<file path="src/rtl/alu_pkg.sv">
// Shared ALU definitions: bit-finder FSM states and pointer-width helper.
package alu_pkg;

  typedef enum logic [1:0] {
    BF_IDLE,
    BF_SCAN,
    BF_DONE
  } bf_state_t;

  function automatic int bf_ptr_w(input int n);
    return (n < 2) ? 1 : $clog2(n);
  endfunction

endpackage

</file>
<file path="src/rtl/bit_finder_if.sv">
// Request/result bundle between the ALU control FSM and the bit finder.
interface bit_finder_if #(
  parameter int N = 8
);
  logic         in_start;
  logic [N-1:0] in_a;
  logic         in_ack;
  logic         o_busy;
  logic         o_valid;
  logic [N-1:0] o_index;
  logic [N-1:0] o_out;
  logic         o_ERR;

  modport master (
    output in_start, in_a, in_ack,
    input  o_busy, o_valid, o_index, o_out, o_ERR
  );

  modport slave (
    input  in_start, in_a, in_ack,
    output o_busy, o_valid, o_index, o_out, o_ERR
  );
endinterface

</file>
<file path="src/rtl/bit_finder.sv">
// Serial lowest-set-bit finder: scans the latched operand LSB first, one bit
// per cycle, and returns the bit index plus the operand with that bit cleared.
module bit_finder
  import alu_pkg::*;
#(
  parameter int N = 8
) (
  input  logic        clk,
  input  logic        rst_n,
  bit_finder_if.slave bus
);

  localparam int PW = bf_ptr_w(N);

  bf_state_t     state_q, state_d;
  logic [N-1:0]  op_q, op_d;
  logic [PW-1:0] ptr_q, ptr_d;
  logic [N-1:0]  index_q, index_d;
  logic [N-1:0]  out_q, out_d;
  logic          err_q, err_d;

  always_comb begin
    state_d = state_q;
    op_d    = op_q;
    ptr_d   = ptr_q;
    index_d = index_q;
    out_d   = out_q;
    err_d   = err_q;
    case (state_q)
      BF_IDLE: begin
        if (bus.in_start) begin
          op_d    = bus.in_a;
          ptr_d   = '0;
          state_d = BF_SCAN;
        end
      end
      BF_SCAN: begin
        if (op_q[ptr_q]) begin
          index_d = N'(ptr_q);
          out_d   = op_q & ~(N'(1) << ptr_q);
          err_d   = 1'b0;
          state_d = BF_DONE;
        end else if (ptr_q == PW'(N - 1)) begin
          index_d = '0;
          out_d   = '0;
          err_d   = 1'b1;
          state_d = BF_DONE;
        end else begin
          ptr_d = ptr_q + 1'b1;
        end
      end
      BF_DONE: begin
        // Ack wins over a simultaneous start; the index/operand stay visible.
        if (bus.in_ack) begin
          err_d   = 1'b0;
          state_d = BF_IDLE;
        end
      end
      default: state_d = BF_IDLE;
    endcase
  end

  always_ff @(posedge clk or negedge rst_n) begin
    if (!rst_n) begin
      state_q <= BF_IDLE;
      op_q    <= '0;
      ptr_q   <= '0;
      index_q <= '0;
      out_q   <= '0;
      err_q   <= 1'b0;
    end else begin
      state_q <= state_d;
      op_q    <= op_d;
      ptr_q   <= ptr_d;
      index_q <= index_d;
      out_q   <= out_d;
      err_q   <= err_d;
    end
  end

  assign bus.o_busy  = (state_q != BF_IDLE);
  assign bus.o_valid = (state_q == BF_DONE);
  assign bus.o_index = index_q;
  assign bus.o_out   = out_q;
  assign bus.o_ERR   = err_q;

endmodule

</file>
<file path="src/flat_wrapper.sv">
// flat-port wrapper written by rule: the top's interface ports become plain ports
module bit_finder_flat import alu_pkg::*;
#(
  parameter int N = 8
)
  (clk, rst_n, bus_in_start, bus_in_a, bus_in_ack, bus_o_busy, bus_o_valid, bus_o_index, bus_o_out, bus_o_ERR);
  bit_finder_if #(.N(N)) bus_i ();
  input  logic clk;
  input  logic rst_n;
  input wire logic [$bits(bus_i.in_start)-1:0] bus_in_start;
  input wire logic [$bits(bus_i.in_a)-1:0] bus_in_a;
  input wire logic [$bits(bus_i.in_ack)-1:0] bus_in_ack;
  output wire logic [$bits(bus_i.o_busy)-1:0] bus_o_busy;
  output wire logic [$bits(bus_i.o_valid)-1:0] bus_o_valid;
  output wire logic [$bits(bus_i.o_index)-1:0] bus_o_index;
  output wire logic [$bits(bus_i.o_out)-1:0] bus_o_out;
  output wire logic [$bits(bus_i.o_ERR)-1:0] bus_o_ERR;
  assign bus_i.in_start = bus_in_start;
  assign bus_i.in_a = bus_in_a;
  assign bus_i.in_ack = bus_in_ack;
  assign bus_o_busy = bus_i.o_busy;
  assign bus_o_valid = bus_i.o_valid;
  assign bus_o_index = bus_i.o_index;
  assign bus_o_out = bus_i.o_out;
  assign bus_o_ERR = bus_i.o_ERR;
  bit_finder #(.N(N)) u_core (.clk(clk), .rst_n(rst_n), .bus(bus_i));
endmodule
</file>
<file path="config.mk">
export PLATFORM = sky130hd
export DESIGN_NAME = bit_finder_flat
export DESIGN_NICKNAME = d
export VERILOG_FILES = /design/src/rtl/alu_pkg.sv /design/src/rtl/bit_finder_if.sv /design/src/rtl/bit_finder.sv /design/src/flat_wrapper.sv
export SDC_FILE = /design/constraint.sdc
export NUM_CORES = 1
export LEC_CHECK = 0
export ABC_AREA = 1
export BUFFER_PORTS_ARGS = -buffer_cell sky130_fd_sc_hd__buf_2
export CAP_MARGIN = 20
export CELL_PAD_IN_SITES_DETAIL_PLACEMENT = 1
export CELL_PAD_IN_SITES_GLOBAL_PLACEMENT = 1
export CORE_ASPECT_RATIO = 1.75
export CORE_MARGIN = 1.5
export CORE_UTILIZATION = 25
export DETAILED_ROUTE_END_ITERATION = 8
export PLACE_DENSITY = 0.52
export SYNTH_ARGS = -nofsm -noshare
export SYNTH_HDL_FRONTEND = slang
export SYNTH_SLANG_ARGS = --single-unit
</file>
<file path="constraint.sdc">
create_clock -name clk -period 3.7 [get_ports clk]
set_input_delay 0.74 -clock clk [delete_from_list [all_inputs] [get_ports clk]]
set_output_delay 0.74 -clock clk [all_outputs]
set_load 0.03 [all_outputs]
</file>
Yosys cells after proc, flatten, opt, wreduce, memory -nomap -nowiden
Index checks and enable logic that the tools add are counted.
Operators by class
  multiplexer cells: 18
  equality and inequality tests: 8
  shifts and indexed selects: 1
  add/subtract/negate cells: 1
  bitwise gates (word level): 2
  reductions and logical operators: 10
  $lt $le $gt $ge: 1
Operators with widths (count)
  $mux W8: 3
  $mux W3: 3
  $and A8 B8 Y8: 1
  $mux W2: 4
  $ne A2 B2 Y1 const B: 4
  $not A8 Y8: 1
  $reduce_bool A2 Y1: 4
  $shl A1 B3 Y8 const A: 1
  $pmux W2 S3: 1
  $pmux W3 S2: 1
  $reduce_and A3 Y1: 2
  $lt A3 B4 Y1 const B: 1
  $mux W1: 4
  $reduce_and A2 Y1: 2
  $reduce_and A4 Y1: 1
  $add A3 B1 Y3 const B: 1
  $bmux W1 S3: 1
  $eq A3 B3 Y1 const B: 1
  $ne A3 B1 Y1 const B: 1
  $eq A2 B1 Y1 const B: 1
  $eq A2 B2 Y1 const B: 1
  $logic_not A2 Y1: 1
  $pmux W1 S2: 1
Storage, ports and cells
  bits of input ports: 12
  output and inout bits: 19
  word-level logic and storage cells: 47
  bits in registers: 30

Depth between registers and ports, before layout
Gate-level depths: netlist of run 1.
  word-level depth: 4
  depth in mapped cells: 10
  mapped depth without buffers: 10

Least setup slack after synthesis of run 1
No wires, ideal clock.
  kind: input to register
  start: input port bus_in_start
  end: register u_core.op_q[2]
  slack: 2.104 ns
  library setup time: 0.125 ns
  cell stages on the path: 3
  required time: 3.575 ns
  arrival time: 1.471 ns
  buffers on the path: 1
  path through: nand2_1 -> clkbuf_1 -> mux2_2
Between the ends
  longest elaborated chain between the ends: 1
RTL lines
  start: declaration: line flat_wrapper.sv:10  | input wire logic [$bits(bus_i.in_start)-1:0] bus_in_start;
  $reduce_and A2 Y1 (no source line)
  end signal: assignment: line bit_finder.sv:73  | op_q <= op_d;
  end: declaration: line bit_finder.sv:16  | logic [N-1:0] op_q, op_d;
No other way between the ends.
A chain may end at the register's enable or synchronous reset.

Final worst setup path of run 1
  start: register u_core.state_q[1]
  end: output port bus_o_busy
Between the ends
  longest elaborated chain between the ends: 1
RTL lines
  start: declaration: line bit_finder.sv:15  | bf_state_t state_q, state_d;
  start signal: assignment: line bit_finder.sv:72  | state_q <= state_d;
  $reduce_bool A2 Y1: line bit_finder.sv:81  | assign bus.o_busy = (state_q != BF_IDLE);
  end: declaration: line flat_wrapper.sv:13  | output wire logic [$bits(bus_i.o_busy)-1:0] bus_o_busy;
No other way between the ends.

==> results of run 1 <==
-- path summary, 6_finish.rpt --
kind,start,to,depth (start not counted)
max reg2reg,u_core.ptr_q[0]$_DFFE_PN0P_,u_core.ptr_q[0]$_DFFE_PN0P_,8
min in group clk,u_core.bus.o_ERR$_DFFE_PN0P_,u_core.bus.o_ERR$_DFFE_PN0P_,2
min,rst_n,u_core.bus.o_out[2]$_DFFE_PN0P_,1
max in group asynchronous,rst_n,u_core.state_q[0]$_DFFE_PN0P_,1
min reg2reg,u_core.bus.o_ERR$_DFFE_PN0P_,u_core.bus.o_ERR$_DFFE_PN0P_,2
max,u_core.state_q[1]$_DFFE_PN0P_,bus_o_busy,4
-- cells by family (layout without fill, tap and decap cells) --
group | after synthesis | count (layout) | synth area share
and+or+nand+nor | 73 | 73 | 0.237
DFF | 25 | 25 | 0.454
buffers and inverters | 23 | 44 | 0.0872
AOI/OAI and AO/OA | 21 | 21 | 0.0954
adders and majority gates | 10 | 10 | 0.0908
muxes | 4 | 4 | 0.0327
other | 1 | 5 | 0.00272
-- cell usage after synthesis, drive strengths merged --
master / count
inv: 15
nor2: 8
buf: 7
nand2: 48
o21a: 1
clkbuf: 1
dfrtp: 25
o21ai: 11
a21oi: 8
ha: 10
nand4: 1
nand3b: 1
nand3: 15
conb: 1
o22ai: 1
mux2: 4
-- per-stage QoR --
step	cell area [sq um]	hold WS, ps	util
after global routing	1590	505	0.300
after global placement	1550	456	0.292
after CTS	1590	479	0.300
after floorplan	1390	444	-
final	1590	456	0.300
after detailed placement	1550	465	0.292
-- worst max-delay path, delay by kind of cell, from the launching register on --
family | cells | cell delay, ps
flops | 1 | 400
buf+inv | 3 | 440
fa+ha+maj | 1 | 200
-- power breakdown --
part | internal (W) | switching, W | total, W
clock | 0.0000771 | 0.0000904 | 0.000167
sequential | 0.000382 | 0.0000808 | 0.000463
combinational | 0.000234 | 0.000513 | 0.000747
-- registers in the layout (all words and copies together) (netlist names) --
signal              flops
u_core.bus.o_ERR        1
u_core.bus.o_out        8
u_core.state_q          2
u_core.ptr_q            3
u_core.op_q             8
u_core.bus.o_index      3
-- area by class of cell --
class / count / area (sq um)
tap: 74 / 92.6
timing repair buffer: 25 / 125
fill: 634 / 3710
multi-input combinational: 113 / 647
inverter: 15 / 56.3
sequential: 25 / 626
clock buffer: 4 / 45.0
-- metal layers --
metal  wire (microns)  vias up
li1                 -      542
met1             1370      523
met2             1750       25
met3               96        8
met4              133        0
met5                0        -
==> run summary, run 1 <==
The clock sink count is 25, and the total routed wirelength is 3350 microns. Counting flops and latches in the post-synthesis netlist gives 25. For the number of antenna violations at the first check in global routing, the log shows 0. The tools report the number of search-and-repair iterations in the first detailed-routing pass as 4. The cell area power density came out at 866 mW/mm^2.

The worst min-delay path category was in -> async. After technology mapping, the gate count stands at 157. STA classifies the critical path startpoint as a flip-flop. The number of gates given a new drive strength after cts was 0; the met1 track demand over resource in global routing was 0.140. In this run the deepest clock path goes through 2 buffers.

The run gives 0 as the cts-stage hold buffer count. The final count of hold timing violations is 0, and the antenna diode instance count is 0. The tools report the detailed-route DRC error count as 0.

For the DRC marker count from the first detailed-route iteration, the log shows 33. For the global routing usage summed across all routing layers, the log shows 0.122. The final routed wire length divided by cell count came out at 13.1 microns. The count of vias placed by the detailed router was 1,098; the post-route fraction of the period consumed by the critical path was 0.556.

Once layout is complete, the cells apart from fillers number 256. Routability-driven placement finished with a final weighted congestion of 0.893. The maximum number of pins on one net before global-route repair was 26. Measured along the x axis, the die boundary spans 59.1 microns.

The logs give 0.486 GHz for the fmax and 1,141 for the number of global-route vias before repair. The number of CTS-inserted buffers was 3; the maximum fanout along the worst path was 4. The area added between synthesis and finish is 15.5%. Measured along the y axis, the die boundary spans 101 microns. In the routed layout, each cell is associated on average with a via count of 4.29.

Traced cell by cell, the critical path runs through inv_1, ha_1, inv_1, buf_2. The met3 routing resource usage after global routing was 0.0115. For this run, the number of Yosys warnings is 0. Among the stages of the critical path, the cell type that occurs most often is sky130_fd_sc_hd__inv_1.

The library cells used most frequently in the layout, excluding fill and tap cells, are sky130_fd_sc_hd__nand2_1, sky130_fd_sc_hd__buf_2, sky130_fd_sc_hd__dfrtp_1. Setup violations remaining at the end of the flow were counted as 0. The flow ran to the end, and the final reports show no timing, DRC or antenna violations.

For flop-to-flop paths, the worst setup slack is 1920 ps. Across the run, the number of max-cap violations was 0. The run gives 5580 microns as the global-route wire length before repair. TritonCTS built the clock tree. The tools report the number of placed cells counting well taps as 252. For the global-route met2 utilization, the log shows 0.217. Detailed placement ended at an HPWL of 2670 microns. The worst setup path is captured at a primary output. The largest area contributor in the synthesized netlist is sky130_fd_sc_hd__dfrtp_1. The clock latency at the later pin of the worst-skew pair was 270 ps; the endpoint required time on the critical path was 2960 ps.

The top-area cell type share of the netlist area came out at 0.454. For this run the aggregate overflow at the end of global routing stands at 0. The mapped cell area is 0.00138 sq mm, and the core area is 0.00530 sq mm. The slew at the pin closest to its max-slew limit is 576 ps. Setup repair after global routing left no endpoint under its margin. Among all stages on the critical path, the largest delay is contributed by sky130_fd_sc_hd__dfrtp_1. VDD sags by at most 206 uV. The layout net count is 205, and the max-slew violation count is 0. By area the synthesized netlist is led by sky130_fd_sc_hd__dfrtp_1, sky130_fd_sc_hd__nand2_1, sky130_fd_sc_hd__ha_1, sky130_fd_sc_hd__nand3_1, sky130_fd_sc_hd__inv_1. At the placement stage, the worst setup path has a slack of 1920 ps. The depth of the CTS H-tree is 1. A synthesized cell averages 8.77 sq um.

The number of cell rows was 35. The library cell used most frequently in the layout, excluding fill and tap cells, is sky130_fd_sc_hd__nand2_1. After global routing, the most crowded layer is met2. The largest single stage delay on the critical path is 400 ps. The completed layout was analyzed and its total power is 0.00138 W. Setup slack closes at 1640 ps. The sequential-to-total area share from yosys stat is 0.454, and the setup TNS after final layout is 0 ps.

The root buffer cell was sky130_fd_sc_hd__clkbuf_8. In this run the remaining antenna-violating nets after routing total 0. The kind of critical path is reg -> out. Once the clock tree was built, the setup fixing pass inserted 0 buffers.

STA puts the critical path data arrival time at 1320 ps. Proportion of layout cells with a drive suffix above 1: 0.247. In this run, distinct cell masters in the synthesized netlist total 23. The tools report the tightest slew margin relative to the limit as 0.616. The analysis attributes to cell leakage a power of 0.841 nW. Pin placement for this block handled 31 I/O pins. The tools report the clock skew after layout as 3.91 ps. Area of the die: 0.00598 sq mm. The clock slew seen by the registers of the worst setup and hold paths was 90 ps. The initial standard-cell utilization of the core is 0.260, and the post-layout minimum cycle time is 2060 ps. During placement, the flow inserted port buffers numbering 25.
(Power assumes the default switching activity.)
==> run 2: changes to the inputs <==
- ABC_AREA: 1 -> 0
- PLACE_DENSITY: 0.52 -> 0.51
- clock period: 3.7 -> 1.8 ns (I/O delays scaled with it)
==> run summary, run 2 <==
The proportion of layout cells with a drive suffix above 1 was 0.376; the number of global-route vias before repair was 1,426. After detailed placement, the total cell area comes to 0.00178 sq mm. The run finished with clean final reports.

The number of flops mapped to enable cells by yosys is 0. Clock tree synthesis found a total of 25 sinks. In this run the static leakage power is 0.843 nW. The tree is rooted in a sky130_fd_sc_hd__clkbuf_8.

The depth of the CTS H-tree is 1. The total half-perimeter wirelength after legalization and detailed placement was 3350 microns; the clock slew seen by the registers of the worst setup and hold paths was 100 ps. On the critical path, the stage with the largest delay is an instance of sky130_fd_sc_hd__or4_1. The tools report the reg-to-reg endpoint as u_core.ptr_q[2]$_DFFE_PN0P_. Across all setup checks in the final design, the least slack found is 44.3 ps.

The worst-case clock buffer depth is 2. The signal on the critical path passes through buf_4, mux2i_4, o22ai_4, or4_1, o2111ai_1. The library cell used most frequently in the layout, excluding fill and tap cells, is sky130_fd_sc_hd__buf_2. At the later pin of the worst-skew pair, clock insertion delay measures 280 ps. The yosys synthesis warning count was 0; the mapped cell area was 0.00154 sq mm. Post-route fraction of the period consumed by the critical path: 0.975. The final cell utilization of the core came out at 0.323. After technology mapping, the gate count stands at 145. The die is 107 microns tall. The synthesized area per cell came out at 10.6 sq um. The worst path needs 1760 ps of the cycle, external delays included. The sum of buffers and inverters on the critical path is 1. By area the synthesized netlist is led by sky130_fd_sc_hd__dfrtp_1, sky130_fd_sc_hd__ha_1, sky130_fd_sc_hd__mux2_2, sky130_fd_sc_hd__o2111ai_1, sky130_fd_sc_hd__inv_1. Dividing total power by cell area gives a power density of 1770 mW/mm^2. For the switching component of the power, the log shows 0.00163 W. 31 I/O pins were placed. The run gives 0 as the number of antenna violations at the first check in global routing. The run gives 0 as the number of endpoints failing setup at the final stage. The top-area cell type share of the netlist area works out to 0.407.

The routed via count divided by cell count is 4.84, and the setup TNS after final layout is 0 ps. In this run the worst setup path terminates at u_core.ptr_q[2]$_DFFE_PN0P_. Largest area contributor in the synthesized netlist: sky130_fd_sc_hd__dfrtp_1.

The cell area after layout is 0.00192 sq mm, and the tightest slew margin relative to the limit is 0.601. In this run the standard cell core region covers 0.00593 sq mm. The gate family responsible for the most delay along the worst path is simple AND/OR/NAND/NOR gates.

Entering global routing, the biggest net connects 26 pins. The antenna diode instance count was 0; the global routing usage summed across all routing layers was 0.138. In this run the worst hold path is classified as in -> async. The predominant post-synthesis flop cell is sky130_fd_sc_hd__dfrtp_1. Internal power comes to 0.00176 W. VDD sags by at most 561 uV. Measured along the x axis, the die boundary spans 62.3 microns. Counting flops and latches in the post-synthesis netlist gives 25. The die covers 0.00665 sq mm. After floorplanning, the core was divided into 37 placement rows. For flop-to-flop paths, the worst setup slack is 40 ps. For this block, the via count after detailed routing is 1,254. The logs give 0.407 for the sequential-to-total area share from yosys stat and 0.260 for the initial standard-cell utilization of the core.

The number of fill cells is 739. The tightest hold path in the finished design has a slack of 78.5 ps. The power share of the sequential group is 0.301, and the maximum fanout along the worst path is 7. The combinational fraction of design power came out at 0.592.

The startpoint of the worst-slack reg-to-reg timing path is u_core.ptr_q[0]$_DFFE_PN0P_. Count of different cell masters after synthesis: 38. The longest individual stage delay on the worst path is 510 ps.

The tools report the final weighted congestion of routability-driven global placement as 0.840. The top cell types in the final layout, fill and taps aside, are sky130_fd_sc_hd__buf_2, sky130_fd_sc_hd__dfrtp_1, sky130_fd_sc_hd__inv_1. The first global-routing pass estimated 7310 microns of wire.

The type of element launching the critical path was a flip-flop. The share of flip-flops with an asynchronous set or reset works out to 1.00. The critical path starts at u_core.ptr_q[0]$_DFFE_PN0P_.

The logs give 0 for the total grt overflow and 3 for the number of CTS-inserted buffers. The most common cell in the synthesized netlist is sky130_fd_sc_hd__dfrtp_1. For the endpoint required time on the critical path, the log shows 1980 ps.

Ranked by instance count, the synthesized netlist is headed by sky130_fd_sc_hd__dfrtp_1, sky130_fd_sc_hd__inv_1, sky130_fd_sc_hd__nand2_1. Switching share of power: 0.480. For the final count of hold timing violations, the log shows 0.

At the worst endpoint, the arrival time is 1940 ps. From synthesis to final layout, the design area changed by 24.7%. In this run, the number of DRC markers left after iteration 0 of detailed routing was 28. The tools report the part of the power in the clock network as 0.107. During placement, the flow inserted port buffers numbering 25.

TritonCTS built the clock tree. Hold repair after CTS inserted 0 buffers. Before CTS, the worst setup slack after placement is -10.8 ps. For the pin with the worst max-slew slack, the measured transition is 599 ps. For the fmax, the log shows 0.570 GHz. The length in cells of the worst reg-to-reg path was 5; the max-slew violation count was 0.

The detailed-route DRC error count was 0. The final routed wire length divided by cell count was 17.2 microns; the number of search-and-repair iterations in the first detailed-routing pass was 4. The worst setup path is captured at a flip-flop. In this run the remaining antenna-violating nets after routing total 0.

The total routed wirelength is 4460 microns, and the cell depth of the worst setup path is 5. The critical path is of the reg -> reg type. The clock arrives with 8.64 ps of skew. The net count of the finished layout is 204.

Max-cap violations in this run came to 0.
[run 2: changes by cell type after synthesis, moves of 4 or more]
cell                        before  now
sky130_fd_sc_hd__o211ai_1        0    4
sky130_fd_sc_hd__nor2_1          8    0
sky130_fd_sc_hd__mux2_2          4    8
sky130_fd_sc_hd__a21oi_1         8    1
sky130_fd_sc_hd__o21ai_2         6    0
sky130_fd_sc_hd__nand2_1        45   13
sky130_fd_sc_hd__o2111ai_1       0    9
sky130_fd_sc_hd__inv_1          14   18
sky130_fd_sc_hd__nand3_1        12    3
[run 2: power by group through the flow]
stage          sequential (W)  combinational, W  clock [W]
5_1_grt               0.00105           0.00218   0.000402
2_1_floorplan         0.00115           0.00116          0
6_report              0.00102           0.00201   0.000363
4_1_cts               0.00100           0.00190   0.000377
3_3_place_gp          0.00101           0.00180          0
3_5_place_dp          0.00101           0.00186          0
[run 2: cell families after synthesis]
kind of cell	share of synthesized area
adders and majority gates	0.0814
buffers and inverters	0.102
muxes	0.101
DFF	0.407
AOI/OAI and AO/OA	0.225
and+or+nand+nor	0.0822
other	0.00244
[run 2: metrics by stage]
stage               total power [W]  cells
floorplan                   0.00231    149
global placement            0.00280    253
detailed placement          0.00287    253
CTS                         0.00328    257
global route                0.00363    259
finish                      0.00339    259
[run 2: cell type report]
type                       count  area (sq um)  area share
multi-input combinational     94           835       0.435
sequential                    25           627       0.327
timing repair buffer          40           241       0.126
tap                           78          97.6      0.0509
inverter                      18          67.6      0.0352
clock buffer                   3          41.3      0.0215
clock inverter                 1          7.51     0.00392
[run 2: how the worst min path moves through the flow]
stage / from / to / slack (ps) / cells past startpoint
2_1_floorplan: rst_n / u_core.bus.o_ERR$_DFFE_PN0P_ / 60 / 0
3_3_place_gp: rst_n / u_core.bus.o_out[3]$_DFFE_PN0P_ / 400 / 1
3_5_place_dp: rst_n / u_core.state_q[1]$_DFFE_PN0P_ / 420 / 1
4_1_cts: rst_n / u_core.state_q[0]$_DFFE_PN0P_ / 110 / 1
5_1_grt: rst_n / u_core.bus.o_out[5]$_DFFE_PN0P_ / 130 / 1
6_report: rst_n / u_core.bus.o_out[5]$_DFFE_PN0P_ / 80 / 1
[run 2: per-layer routing]
metal	global-route usage	share of wire	up-vias
met1	0.150	0.38	640
met5	0	0	-
li1	-	-	590
met4	0.0381	0.012	0
met3	0.0157	0.018	6
met2	0.276	0.59	18
[run 2: what timing repair did]
item | 4_1_cts | 5_1_grt
resized for setup | 3 | 12
setup endpoints to repair | 6 | 16
gates cloned | 0 | 0
buffers inserted | 0 | 2
pin swaps | 0 | 2
==> run 3: changes to the inputs <==
- CORE_ASPECT_RATIO: 1.75 -> 0.75
==> run summary, run 3 (synthesized netlist as in run 2, its figures left out) <==
The tools report the number of search-and-repair iterations in the first detailed-routing pass as 4. The proportion of layout cells with a drive suffix above 1 was 0.367; the part of the power in the clock network was 0.106. The number of CTS-inserted buffers was 3.

Dividing total power by cell area gives a power density of 1750 mW/mm^2. The routed design could run at a clock period as short as 1760 ps. The tools report the type of element capturing the critical path as a flip-flop. Walking the worst path, the cells encountered are buf_4, mux2i_2, o22ai_4, or4_1, o2111ai_1.

The slowest stage of the critical path is the sky130_fd_sc_hd__or4_1 cell. For the number of cell rows, the log shows 24. The combinational fraction of design power is 0.594. The tree built by TritonCTS fans out to 25 sinks. The power consumption is 0.00332 W. The total grt overflow was 0. The count of buffers added on input and output ports is 25. The tools report the largest voltage drop on the vdd net as 547 uV.

The tools report the arrival time of the worst setup path as 1950 ps. In the final routed layout, each cell accounts on average for 15.8 microns. For the number of max-cap violations, the log shows 0. The kind of critical path was reg -> reg.

In the routed design, unresolved DRC markers number 0. The depth of the CTS H-tree came out at 1. The logs give 0.134 for the global routing usage summed across all routing layers and 0.301 for the power share of the sequential group.

In this run the vertical extent of the chip is 70.9 microns. Post-route fraction of the period consumed by the critical path: 0.977. The root buffer cell was sky130_fd_sc_hd__clkbuf_8. For the core area, the log shows 0.00589 sq mm. For the final weighted congestion of routability-driven global placement, the log shows 0.797. The library cells used most frequently in the layout, excluding fill and tap cells, are sky130_fd_sc_hd__buf_2, sky130_fd_sc_hd__dfrtp_1, sky130_fd_sc_hd__inv_1. The number of fill cells came out at 709. The area of combinational cells with multiple inputs was 823 sq um. The cts-stage hold buffer count was 0; the static power due to leakage was 0.834 nW. The run gives 0 as the final count of hold timing violations.

The switching share of power was 0.474. The top-level port count was 31. The clock skew after layout was 6.30 ps.

The run gives 1,395 as the number of global-route vias before repair. The max-slew violation count is 0. The die covers 0.00664 sq mm. Derived from the worst setup path, the maximum achievable clock frequency is 0.569 GHz.

The HPWL after detailed placement is 3120 microns. The logs give 70.7 ps for the tightest hold margin and 0 for the number of endpoints failing setup at the final stage. On the worst path, the slowest cell contributes a delay of 520 ps.

For this run, the post-layout net count is 203. The total routed wirelength is 4070 microns. The logs give 2 for the worst-case clock buffer depth and 0 for the remaining antenna violation count after routing. Cell internal power was estimated by the tool at 0.00175 W.

For this design the total switching power over the nets is 0.00157 W. The area added between synthesis and finish is 23.2%. Number of antenna violations at the first check in global routing: 0. Global-route wire length before repair: 7020 microns.

The flow ran to the end, and the final reports show no timing, DRC or antenna violations. The tightest slew margin relative to the limit was 0.611; the count of vias placed by the detailed router was 1,227. The min-delay analysis places its worst path in the category in -> async. The worst path meets setup with 41.8 ps of slack. The width of the chip is 93.6 microns, and the maximum number of pins on one net before global-route repair is 26. For the pin with the worst max-slew slack, the measured transition is 584 ps.

Antenna diode instance count: 0. The tools report the worst-case setup slack after placement as -18.8 ps. Adding up every negative setup slack in the final design gives 0 ps. The initial standard-cell utilization of the core is 0.261. In this run, the number of DRC markers left after iteration 0 of detailed routing was 38.

After clock tree synthesis, the clock-pin slew on the worst setup and hold paths is 90 ps. The maximum fanout along the worst path was 9. TritonCTS built the clock tree.

Data on the critical path is required at its endpoint by 2000 ps. Type of element launching the critical path: a flip-flop. The routed via count divided by cell count works out to 4.76. In the final layout, flip-flops and latches occupy 626 sq um. The clock reaches the later pin of the worst-skew pair after 280 ps.
==> run 3: cell types whose count changed in the layout (fill, tap and decap cells not counted), sizes merged <==
cell | before | now
clkinvlp | 1 | 0
clkinv | 0 | 1
buf | 40 | 39
==> run 3: power by group through the flow <==
stage / clock network (W) / logic [W] / registers [W]
after floorplan: 0 / 0.00116 / 0.00115
after global placement: 0 / 0.00178 / 0.000989
after detailed placement: 0 / 0.00184 / 0.000995
after CTS: 0.000368 / 0.00188 / 0.000984
after global routing: 0.000390 / 0.00215 / 0.00103
final: 0.000350 / 0.00197 / 0.000998
==> run 3: repair_timing <==
item                                    in CTS  in global routing
endpoints found under the setup margin       2                 15
pin swaps                                    0                  3
resized for setup                            3                  9
setup buffers                                0                  3
==> run 3: worst paths after layout <==
check / depth (start not counted) / slack (ps) / from / to
setup / recovery: 5 / 40 / u_core.ptr_q[0]$_DFFE_PN0P_ / u_core.ptr_q[2]$_DFFE_PN0P_
hold / removal: 1 / 70 / rst_n / u_core.state_q[1]$_DFFE_PN0P_
setup reg to reg: 5 / 40 / u_core.ptr_q[0]$_DFFE_PN0P_ / u_core.ptr_q[2]$_DFFE_PN0P_
hold reg to reg: 1 / 500 / u_core.bus.o_ERR$_DFFE_PN0P_ / u_core.bus.o_ERR$_DFFE_PN0P_
max in group asynchronous: 1 / 1350 / rst_n / u_core.ptr_q[1]$_DFFE_PN0P_
min in group clk: 2 / 310 / bus_in_a[5] / u_core.op_q[5]$_DFFE_PN0P_
==> run 3: per-stage QoR <==
stage / util / std cells / area [sq um]
2_1_floorplan: - / 149 / 1550
3_3_place_gp: 0.301 / 251 / 1770
3_5_place_dp: 0.301 / 251 / 1770
4_1_cts: 0.312 / 255 / 1830
5_1_grt: 0.322 / 258 / 1890
6_report: 0.322 / 258 / 1890
==> run 3: layout make-up <==
class,instances,area share
timing repair buffer,39,0.124
clock inverter,1,0.00264
clock buffer,3,0.0218
multi-input combinational,94,0.435
tap,78,0.0515
inverter,18,0.0357
sequential,25,0.330
==> run 3: routing by layer <==
metal  track usage  vias up  share of wire
li1              -      585              -
met1         0.173      613           0.44
met2         0.230       25           0.51
met3        0.0290        4          0.045
met4        0.0299        0         0.0052
met5             0        -              0
==> run 3: critical path, delay by kind of cell (launching register included) <==
| kind | cells | cell delay [ps] |
|---|---|---|
| AND/OR/NAND/NOR | 1 | 520 |
| AO/OA/AOI/OAI | 2 | 260 |
| flip-flops | 1 | 360 |
| multiplexers | 1 | 330 |
| buffers and inverters | 1 | 200 |
